$ cat src/rtl/seq_divider.sv
// seq_divider: multi-cycle restoring divider with per-operation signed mode.
// result = {remainder, quotient}; start/busy/done handshake, result held until next FIX.
module seq_divider #(
    parameter int WIDTH      = 32,
    parameter int RADIX_BITS = 1,
    parameter bit SIGNED_EN  = 1
) (
    input  logic               clock,
    input  logic               clear,
    input  logic               start,
    input  logic               signed_op,
    input  logic [WIDTH-1:0]   dividend,
    input  logic [WIDTH-1:0]   divisor,
    output logic               busy,
    output logic               done,
    output logic               div_by_zero,
    output logic [2*WIDTH-1:0] result
);
    localparam int N  = WIDTH / RADIX_BITS;
    localparam int CW = N > 1 ? $clog2(N) : 1;

    typedef enum logic [1:0] {IDLE, CALC, FIX} state_t;

    state_t           state, next_state;
    logic [WIDTH:0]   a, a_n;
    logic [WIDTH-1:0] q, q_n, m;
    logic [WIDTH+1:0] t;
    logic [CW-1:0]    cnt;
    logic             neg_q, neg_r, dz;
    logic             sgn, neg_d, neg_v, zero_v;
    logic [WIDTH-1:0] mag_d, mag_v, fix_r, fix_q;

    assign sgn    = SIGNED_EN && signed_op;
    assign neg_d  = sgn & dividend[WIDTH-1];
    assign neg_v  = sgn & divisor[WIDTH-1];
    assign mag_d  = neg_d ? -dividend : dividend;
    assign mag_v  = neg_v ? -divisor : divisor;
    assign zero_v = divisor == '0;
    assign busy   = state != IDLE;
    assign fix_r  = neg_r ? -a[WIDTH-1:0] : a[WIDTH-1:0];
    assign fix_q  = neg_q ? -q : q;

    // RADIX_BITS restoring steps per clock; the extra top bit of t is the borrow
    always_comb begin
        a_n = a;
        q_n = q;
        t   = '0;
        for (int i = 0; i < RADIX_BITS; i++) begin
            a_n = {a_n[WIDTH-1:0], q_n[WIDTH-1]};
            q_n = {q_n[WIDTH-2:0], 1'b0};
            t   = {1'b0, a_n} - {2'b00, m};
            if (!t[WIDTH+1]) begin
                a_n    = t[WIDTH:0];
                q_n[0] = 1'b1;
            end
        end
    end

    always_comb begin
        next_state = state;
        case (state)
            IDLE:    next_state = start ? (zero_v ? FIX : CALC) : IDLE;
            CALC:    next_state = cnt == '0 ? FIX : CALC;
            default: next_state = IDLE;
        endcase
    end

    always_ff @(posedge clock or posedge clear) begin
        if (clear) state <= IDLE;
        else       state <= next_state;
    end

    always_ff @(posedge clock or posedge clear) begin
        if (clear) begin
            a           <= '0;
            q           <= '0;
            m           <= '0;
            cnt         <= '0;
            neg_q       <= 1'b0;
            neg_r       <= 1'b0;
            dz          <= 1'b0;
            done        <= 1'b0;
            div_by_zero <= 1'b0;
            result      <= '0;
        end else begin
            done <= state == FIX;
            if (state == IDLE && start) begin
                // a zero divisor keeps the raw dividend in q so FIX can return it unchanged
                a           <= '0;
                q           <= zero_v ? dividend : mag_d;
                m           <= mag_v;
                cnt         <= CW'(N - 1);
                neg_q       <= neg_d ^ neg_v;
                neg_r       <= neg_d;
                dz          <= zero_v;
                div_by_zero <= 1'b0;
            end else if (state == CALC) begin
                a   <= a_n;
                q   <= q_n;
                cnt <= cnt - 1'b1;
            end else if (state == FIX) begin
                result      <= dz ? {q, {WIDTH{1'b1}}} : {fix_r, fix_q};
                div_by_zero <= dz;
            end
        end
    end
endmodule
$ cat config.mk
export PLATFORM = sky130hd
export DESIGN_NAME = seq_divider
export DESIGN_NICKNAME = d
export VERILOG_FILES = /design/src/rtl/seq_divider.sv
export SDC_FILE = /design/constraint.sdc
export NUM_CORES = 1
export LEC_CHECK = 0
export BUFFER_PORTS_ARGS = -buffer_cell sky130_fd_sc_hd__buf_4
export CAP_MARGIN = 20
export CORE_ASPECT_RATIO = 0.7
export CORE_MARGIN = 2
export CORE_UTILIZATION = 40
export CTS_CLUSTER_SIZE = 20
export DETAILED_ROUTE_END_ITERATION = 12
export GPL_ROUTABILITY_DRIVEN = 0
export PLACE_DENSITY = 0.57
export SYNTH_ARGS = -nofsm -noshare
export SYNTH_HDL_FRONTEND = slang
export SYNTH_SLANG_ARGS = --single-unit
$ cat constraint.sdc
create_clock -name clock -period 6.2 [get_ports clock]
set_input_delay 0.31 -clock clock [delete_from_list [all_inputs] [get_ports clock]]
set_output_delay 0.31 -clock clock [all_outputs]
set_load 0.005 [all_outputs]
==> summary.txt, run 1 <==
Run status
  – Status: finished with violations
  – Violated checks: negative hold slack

Placed design
  – HPWL after detailed placement: 26.4 mm
  – DP Area: 0.0129 sq mm
  – Port Buffers: 134

Floorplan
  – I/O Pins: 135
  – Initial Util: 40.5%
  – Die X: 208 um
  – # rows: 52
  – Placeable Area: 0.0288 sq mm
  – Area of the die: 0.0305 sq mm
  – Die Height: 147 um

Layout
  – Layout Utilization: 47.1%
  – Design area: 0.0135 sq mm
  – Final nets: 1622
  – Area Overhead vs Synth: 16.4%
  – Filler cell count: 2858
  – Antenna diodes: 0
  – Layout cells sized above 1: 13.4%

Routing
  – Routed wire length: 35.5 mm
  – First-pass DRT Iterations: 5
  – Residual DRC: 0
  – DR vias: 10600
  – Drt via density: 5.58
  – Wire per inst: 18.6 um
  – First DRT Iteration DRCs: 929
  – Final ANT Viol Nets: 0

Setup path
  – RR Startpoint: a[18]
  – Worst R2R End: a[19]
  – Crit end category: flop
  – CP startpoint kind: flop
  – Critical path arrival: 3790 ps
  – Worst path required time: 6520 ps
  – R2R cell count: 9
  – Kind of critical path: reg2reg
  – Worst-path fanout max: 28
  – Worst R2R Setup Slack: 2730 ps

Timing
  – Hold_ws: -28.5 ps
  – Clock Skew: 9.08 ps
  – Final Hold Viols: 11
  – RSZ-0062 raised after global routing: no
  – Slew at the pin with the worst max-slew slack: 1050 ps
  – Rel. slew slack: 29.9%
  – Setup Total Neg Slack: 0 ps
  – Period Utilization, post-route: 56.0%
  – Fin. max-slew vios: 0
  – Final setup vio count: 0
  – Post-layout min period: 3470 ps
  – Peak Freq: 288 MHz

Run
  – Max Cap Viol: 0

Clock network
  – CTS Buffer Depth: 2
  – Clk root buf: clkbuf_16
  – Clock buffer count from CTS: 17
  – CTS resizes: 0
  – Number of buffers added for setup after CTS: 0
  – CTS tree: yes
  – Worst-Skew Late Latency: 450 ps
  – CTS sink count: 172
  – # H-tree levels: 4
  – Hold Buf Count CTS: 0
  – Register clock-pin slew on the reported worst setup and hold paths: 70 ps

Synthesis
  – Syn nets: 1538
  – Most frequent cells after synthesis: nand2_1 (198), dfrtp_1 (172), a21oi_1 (150), nor2_1 (118), o21ai_0 (117)
  – Seq/Total Area, Yosys: 37.0%
  – Synth area leader: dfrtp_1
  – Post-synth EDFFs: 0
  – Synthesized area per cell: 8.13 sq um
  – Unique masters post-synth: 68
  – Ys Warns: 0
  – Main area contributors after synthesis: dfrtp_1 (37%), a21oi_1 (6.5%), nand2_1 (6.4%), xnor2_1 (5.4%), xor2_1 (5.4%)
  – Yosys reg bits: 172
  – Cells after Synth: 1431
  – Most common cell in the synthesized netlist: nand2_1
  – Prevailing post-synth register cell: dfrtp_1
  – Async set or reset register ratio after synthesis: 100%
  – Post-synthesis cell area: 0.0116 sq mm
  – Synth top area share: 37.0%

Pwr
  – Pint: 4.17 mW
  – Clock power frac: 15.1%
  – Final Power: 7.80 mW
  – Sequential power share: 30.3%
  – Combinational Power Share: 54.6%
  – PD cells: 575 mW/mm^2
  – Switching Fraction: 46.5%
  – Max IR drop VDD: 0.000282 V
  – Switch Pwr: 3.62 mW
  – Leak Pwr: 5.80 nW

Global route
  – Vias in the first global route: 10100
  – First-pass GRT wire length: 56.5 mm
  – Antenna violations before repair: 0
  – Largest net degree at the start of global routing: 93
  – GRT Total Usage: 23.4%
  – Overflow after GRT: 0

Min path
  – Type of the tightest min-delay check: in2async
[final cells by class]
type                       instances  area, sq um  area share, %
multi-input combinational       1119         6800           50.2
timing repair buffer             146         1120           8.24
inverter                          59          226           1.67
clock inverter                    13          190           1.40
sequential                       172         4310           31.8
clock buffer                      19          443           3.27
tap                              378          473           3.49
[flip-flops by register name, indices dropped and copies added, names as in the netlist]
| register | count |
|---|---|
| result | 64 |
| a | 32 |
| m | 32 |
| q | 32 |
| cnt | 5 |
| state | 2 |
| div_by_zero | 1 |
| done | 1 |
| dz | 1 |
| neg_q | 1 |
| neg_r | 1 |
[kinds of logic after synthesis]
kind of cell,share of synthesized area [%]
xor+xnor,10.8
compound gates,20.6
mux,2.06
buf+inv,4.81
fa+ha+maj,4.26
flops,37.0
simple gates,20.5
[critical path, stage by stage (launching register included)]
cell and delay [ps]:
dfrtp_1 440, ha_1 380, a21oi_1 500, nand2_1 190, a31o_2 290, a22oi_1 290, a21oi_1 150, or2_2 600
nand2_1 350, o211ai_1 140
[power groups by stage]
stage	combinational, mW	sequential [mW]	clock (mW)
floorplan	3.34	1.98	0
global placement	4.17	2.36	0
detailed placement	4.23	2.37	0
CTS	4.25	2.34	1.19
global route	4.81	2.43	1.24
finish	4.26	2.36	1.18
[placed cells by master (no fill, tap or decap), drive strengths merged, types with 24 or more instances in the layout]
cell   count
buf      146
nand2    198
xor2      72
nor3      25
mux2i     24
xnor2     72
o31ai     28
o21ai    124
a21oi    150
nor2     118
nand3     49
dfrtp    172
ha        38
and3      33
inv       61
[worst max path at each step]
stage               startpoint    end  slack, ps  depth (start not counted)
detailed placement       a[18]  a[23]       2730                          9
global route              a[7]  a[29]       2550                          9
floorplan                clear   a[0]       1230                          1
finish                   a[18]  a[19]       2730                          9
global placement         a[18]  a[30]       2950                          9
CTS                      a[18]  a[23]       2720                          9
[per-stage QoR]
stage	setup slack, ps	hold WS [ps]	cells
2_1_floorplan	1230	443	1431
3_3_place_gp	2950	466	1872
3_5_place_dp	2730	471	1873
4_1_cts	2720	19.3	1905
5_1_grt	2550	36.2	1906
6_report	2730	-28.5	1906
[routing by layer]
| layer | wire (um) | GRT usage [%] | vias up | share of wire [%] |
|---|---|---|---|---|
| li1 | - | - | 5182 | - |
| met4 | 252 | 4.11 | 0 | 0.71 |
| met2 | 15000 | 34.1 | 267 | 42 |
| met5 | 0 | 0 | - | 0 |
| met3 | 2030 | 4.87 | 20 | 5.7 |
| met1 | 18200 | 36.0 | 5171 | 51 |
(Power assumes the default switching activity.)
==> run 2: changes to the inputs <==
Settings changed: ABC_AREA set to 1.
Clock period 6.2 ns to 3.5 ns, I/O delays scaled along.
==> summary.txt, run 2 <==
Floorplan
  – Initial Util: 40.9%
  – Placeable Area: 0.0336 sq mm
  – Die Height: 159 um
  – # rows: 56
  – I/O Pins: 135
  – Area of the die: 0.0359 sq mm
  – Die X: 226 um

Setup path
  – Worst-path fanout max: 32
  – Crit path from: a[11]
  – Critical path arrival: 3190 ps
  – Kind of critical path: reg2reg
  – CP endpoint: a[27]
  – CP startpoint kind: flop
  – RR Startpoint: a[11]
  – Crit end category: flop
  – Worst R2R Setup Slack: 700 ps
  – Worst R2R End: a[27]
  – R2R cell count: 13
  – Worst path required time: 3890 ps

Layout
  – Design area: 0.0156 sq mm
  – Most common cell after layout, fill and taps aside: nand2_1
  – Max reg flops: 64
  – Area Overhead vs Synth: 13.8%
  – Final nets: 2357
  – Layout Utilization: 46.5%
  – Finished Layout Cells: 2698
  – Antenna diodes: 0
  – Largest register by flop count: result
  – Most frequent cells in the layout: nand2_1 (719), inv_1 (312), nand3_1 (221)
  – Layout cells sized above 1: 10.7%

Synthesis
  – Cells after Synth: 2150
  – Yosys reg bits: 172
  – Most frequent cells after synthesis: nand2_1 (720), inv_1 (313), nand3_1 (221), dfrtp_1 (172), nor2_1 (167)
  – Most common cell in the synthesized netlist: nand2_1
  – Post-synth EDFFs: 0
  – Main area contributors after synthesis: dfrtp_1 (31%), nand2_1 (20%), inv_1 (8.5%), nand3_1 (8.0%), nor2_1 (4.6%)
  – Async set or reset register ratio after synthesis: 100%
  – Ys Warns: 0
  – Post-synthesis cell area: 0.0137 sq mm
  – Unique masters post-synth: 53
  – Synth top area share: 31.3%
  – Prevailing post-synth register cell: dfrtp_1
  – Synth area leader: dfrtp_1
  – Syn nets: 2257
  – Synthesized area per cell: 6.39 sq um
  – Seq/Total Area, Yosys: 31.3%

Pwr
  – Clock power frac: 12.6%
  – Switching Fraction: 51.6%
  – Sequential power share: 25.6%
  – Pint: 7.66 mW
  – Leak Pwr: 8.29 nW
  – Max IR drop VDD: 0.000443 V
  – Combinational Power Share: 61.8%
  – Switch Pwr: 8.15 mW
  – Final Power: 15.8 mW
  – PD cells: 1010 mW/mm^2

Timing
  – Post-layout min period: 2800 ps
  – Final Hold Viols: 0
  – Fin. max-slew vios: 0
  – Final setup vio count: 0
  – Peak Freq: 357 MHz
  – Rel. slew slack: 34.7%
  – Slew at the pin with the worst max-slew slack: 980 ps
  – Setup Total Neg Slack: 0 ps
  – Period Utilization, post-route: 80.0%
  – Clock Skew: 14.7 ps
  – RSZ-0062 raised after global routing: no

Clock network
  – Hold Buf Count CTS: 1
  – Clock buffer count from CTS: 17
  – CTS sink count: 172
  – CTS tree: yes
  – # H-tree levels: 4
  – CTS Buffer Depth: 2
  – Worst-Skew Late Latency: 470 ps
  – Register clock-pin slew on the reported worst setup and hold paths: 70 ps
  – Clk root buf: clkbuf_16
  – Number of buffers added for setup after CTS: 0
  – CTS resizes: 0

Placed design
  – HPWL after detailed placement: 37.4 mm
  – Port Buffers: 134
  – Placed cell count: 2665
  – DP Area: 0.0150 sq mm

Min path
  – Type of the tightest min-delay check: in2async

Global route
  – Antenna violations before repair: 0
  – Met2 Use GR: 36.4%
  – First-pass GRT wire length: 76.4 mm
  – M1 GR Usage: 44.2%
  – GR peak layer: met1
  – Largest net degree at the start of global routing: 173
  – Met3 Resource Use GR: 7.09%
  – Overflow after GRT: 0
  – Vias in the first global route: 13200
  – GRT Total Usage: 27.5%

Routing
  – DR vias: 14300
  – Residual DRC: 0
  – Wire per inst: 17.9 um
  – Drt via density: 5.30
  – Routed wire length: 48.2 mm
  – First-pass DRT Iterations: 6
  – First DRT Iteration DRCs: 1614
  – Final ANT Viol Nets: 0

Run status
  – Status: finished clean

Run
  – Max Cap Viol: 0
## run 2: cell count changes after synthesis, moves of 49 or more
cell	previous run	this run
a21oi_1	150	36
inv_1	59	313
nand2_1	198	720
nand3_1	49	221
nor2_1	118	167
xnor2_1	72	17
## run 2: kinds of logic (layout without fill, tap and decap cells)
group	count (synthesis)	count (layout)	synth area share, %
AND/OR/NAND/NOR	1231	1231	38.5
XOR/XNOR	67	67	4.27
adder cells (fa/ha/maj)	39	39	3.61
buffers and inverters	393	506	11.9
flip-flops	172	172	31.3
AO/OA/AOI/OAI	248	248	10.4
## run 2: area by class of cell
type	count	area, sq um
Tap cell	435	544
Timing Repair Buffer	155	1180
Clock inverter	13	155
Multi-Input combinational cell	1585	7820
Fill cell	3597	18000
Clock buffer	19	433
Sequential cell	172	4300
Inverter	319	1200
## run 2: worst max-delay path, cell delays in order (launching register included)
cell and delay (ps):
dfrtp_1 480, ha_1 440, nand2_1 140, nor2_1 330
nand2_1 120, inv_1 80, nand2_2 60, nand2_2 70
nand2_2 230, nand2_4 410, nand2_1 170, nand2_1 90
nand2_1 50, nand2_1 50
## run 2: power groups by stage
stage,combinational (mW),sequential [mW],clock [mW]
finish,9.77,4.05,2.00
global route,11.2,4.16,2.11
CTS,9.68,4.03,2.02
detailed placement,9.64,4.05,0
global placement,9.56,4.03,0
floorplan,6.97,3.67,0
## run 2: how the worst min path moves through the flow
stage / from / to / slack (ps) / cells after the start
finish: clear / result[11] / 20 / 3
global placement: divisor[31] / m[31] / 430 / 3
CTS: divisor[19] / m[19] / 20 / 3
detailed placement: divisor[31] / m[31] / 440 / 3
floorplan: signed_op / q[31] / 300 / 1
global route: signed_op / q[31] / 50 / 2
## run 2: metrics by stage
step | hold slack (ps) | setup slack [ps]
2_1_floorplan | 304 | 1130
3_3_place_gp | 435 | 738
3_5_place_dp | 437 | 758
4_1_cts | 20.9 | 723
5_1_grt | 46.1 | 454
6_report | 18.5 | 701
## run 2: routing by layer
metal,up-vias,share of wire (%)
met3,35,9.4
met4,2,0.90
met1,6657,51
li1,7067,-
met5,-,0.12
met2,527,38
==> run 3: changes to the inputs <==
Clock period 3.5 ns to 2.7 ns, I/O delays scaled along.
==> summary.txt, run 3 (synthesized netlist as in run 2, its figures left out) <==
Clock network
  – Clk root buf: clkbuf_16
  – Clock buffer count from CTS: 17
  – CTS sink count: 172
  – CTS tree: yes
  – # H-tree levels: 4
  – Worst-Skew Late Latency: 460 ps
  – Number of buffers added for setup after CTS: 0
  – CTS Buffer Depth: 2
  – Register clock-pin slew on the reported worst setup and hold paths: 80 ps

Timing
  – Final Hold Viols: 0
  – Rel. slew slack: 39.8%
  – Clock Skew: 18.3 ps
  – Final setup vio count: 0
  – Setup Total Neg Slack: 0 ps
  – Post-layout min period: 2510 ps
  – Period Utilization, post-route: 93.1%
  – RSZ-0062 raised after global routing: no
  – Slew at the pin with the worst max-slew slack: 902 ps
  – Peak Freq: 398 MHz
  – Fin. max-slew vios: 0
  – Final setup margin: 187 ps

Layout
  – Most common cell after layout, fill and taps aside: nand2_1
  – Max reg flops: 64
  – Design area: 0.0159 sq mm
  – Final nets: 2376
  – Layout Utilization: 47.1%
  – Layout cells sized above 1: 11.3%
  – Most frequent cells in the layout: nand2_1 (718), inv_1 (312), nand3_1 (220)
  – Area Overhead vs Synth: 15.4%
  – Largest register by flop count: result
  – Antenna diodes: 0

Setup path
  – Biggest cell delay along the critical path: 420 ps
  – CP dominant cell by count: nand2_1
  – Critical path, cell by cell: inv_1, ha_2, inv_1, fa_1, nand3_1, nand3_2, nand2_1, nand2_1, nand2_1, nand2_1, nand2_1, nand2_1, nand2_1, nand3_1, nand2_1, nand2_1
  – Delay-heaviest family, CP: simple AND/OR/NAND/NOR gates
  – Worst-path fanout max: 4
  – Critical path arrival: 2860 ps
  – Crit end category: flop
  – CP startpoint kind: flop
  – Worst Path Buf+Inv: 2
  – Worst path required time: 3050 ps
  – Kind of critical path: reg2reg
  – Worst R2R Setup Slack: 190 ps
  – Crit-path slowest cell: fa_1

Pwr
  – Final Power: 20.9 mW
  – Switch Pwr: 10.9 mW
  – Sequential power share: 24.9%
  – PD cells: 1320 mW/mm^2
  – Max IR drop VDD: 0.000609 V
  – Leak Pwr: 8.41 nW
  – Clock power frac: 12.4%
  – Combinational Power Share: 62.7%
  – Switching Fraction: 52.2%
  – Pint: 9.99 mW

Run
  – Max Cap Viol: 0

Run status
  – Status: finished clean

Floorplan
  – Area of the die: 0.0359 sq mm
  – Initial Util: 40.9%
  – Placeable Area: 0.0336 sq mm
  – Die Height: 159 um
  – # rows: 56
  – Die X: 226 um
  – I/O Pins: 135

Placed design
  – HPWL after detailed placement: 38.3 mm
  – Port Buffers: 134
  – DP Area: 0.0152 sq mm
  – Pre-CTS setup slack: 163 ps

Routing
  – Residual DRC: 0
  – Drt via density: 5.38
  – Routed wire length: 49.0 mm
  – Final ANT Viol Nets: 0
  – First-pass DRT Iterations: 5
  – First DRT Iteration DRCs: 1472
  – DR vias: 14600
  – Wire per inst: 18.0 um

Global route
  – First-pass GRT wire length: 77.2 mm
  – Vias in the first global route: 13500
  – GRT Total Usage: 27.8%
  – Largest net degree at the start of global routing: 93
  – Overflow after GRT: 0
  – Antenna violations before repair: 0

Min path
  – Type of the tightest min-delay check: in2reg
[run 3: area by class of cell]
cell class                      instances  area, sq um
Clock buffer                           17          425
Sequential cell                       172         4300
Timing Repair Buffer                  174         1380
Clock inverter                         15          170
Tap cell                              435          544
Fill cell                            3544        17800
Inverter                              319         1200
Multi-Input combinational cell       1585         7830
[run 3: path summary, 6_finish.rpt]
check                       startpoint         end  depth (start not counted)
setup / recovery                 q[31]       a[28]                         16
hold / removal             divisor[29]       m[29]                          4
setup reg to reg                 q[31]       a[28]                         16
hold reg to reg                 cnt[0]      cnt[0]                          2
max in group asynchronous        clear       neg_r                          4
min in group asynchronous        clear  result[14]                          3
[run 3: timing repair]
action	in CTS	in global routing
endpoints found under the hold margin	30	0
resized for setup	0	4
endpoints found under the setup margin	0	3
hold buffers	9	0
[run 3: per-stage QoR]
stage / hold slack (ps) / std cells
after floorplan: 264 / 2150
after global placement: 244 / 2676
after detailed placement: 249 / 2676
after CTS: 1.08 / 2717
after global routing: 28.0 / 2717
final: 27.0 / 2717
[run 3: power groups by stage]
| stage | registers (mW) | logic, mW | clock network [mW] |
|---|---|---|---|
| floorplan | 4.76 | 9.03 | 0 |
| global placement | 5.20 | 12.6 | 0 |
| detailed placement | 5.22 | 12.8 | 0 |
| CTS | 5.18 | 12.9 | 2.63 |
| global route | 5.35 | 14.8 | 2.73 |
| finish | 5.21 | 13.1 | 2.59 |
[run 3: per-layer routing]
metal	GRT usage [%]	wire length, um	vias up
met5	0	0	-
met4	5.57	588	0
met3	5.83	4350	38
met2	36.6	18700	553
met1	45.3	25400	6934
li1	-	-	7098
[run 3: tightest hold or removal path, stage by stage]
cell and delay, ps:
buf_4 80, nand3_1 70, nand3_1 70, o21ai_0 70
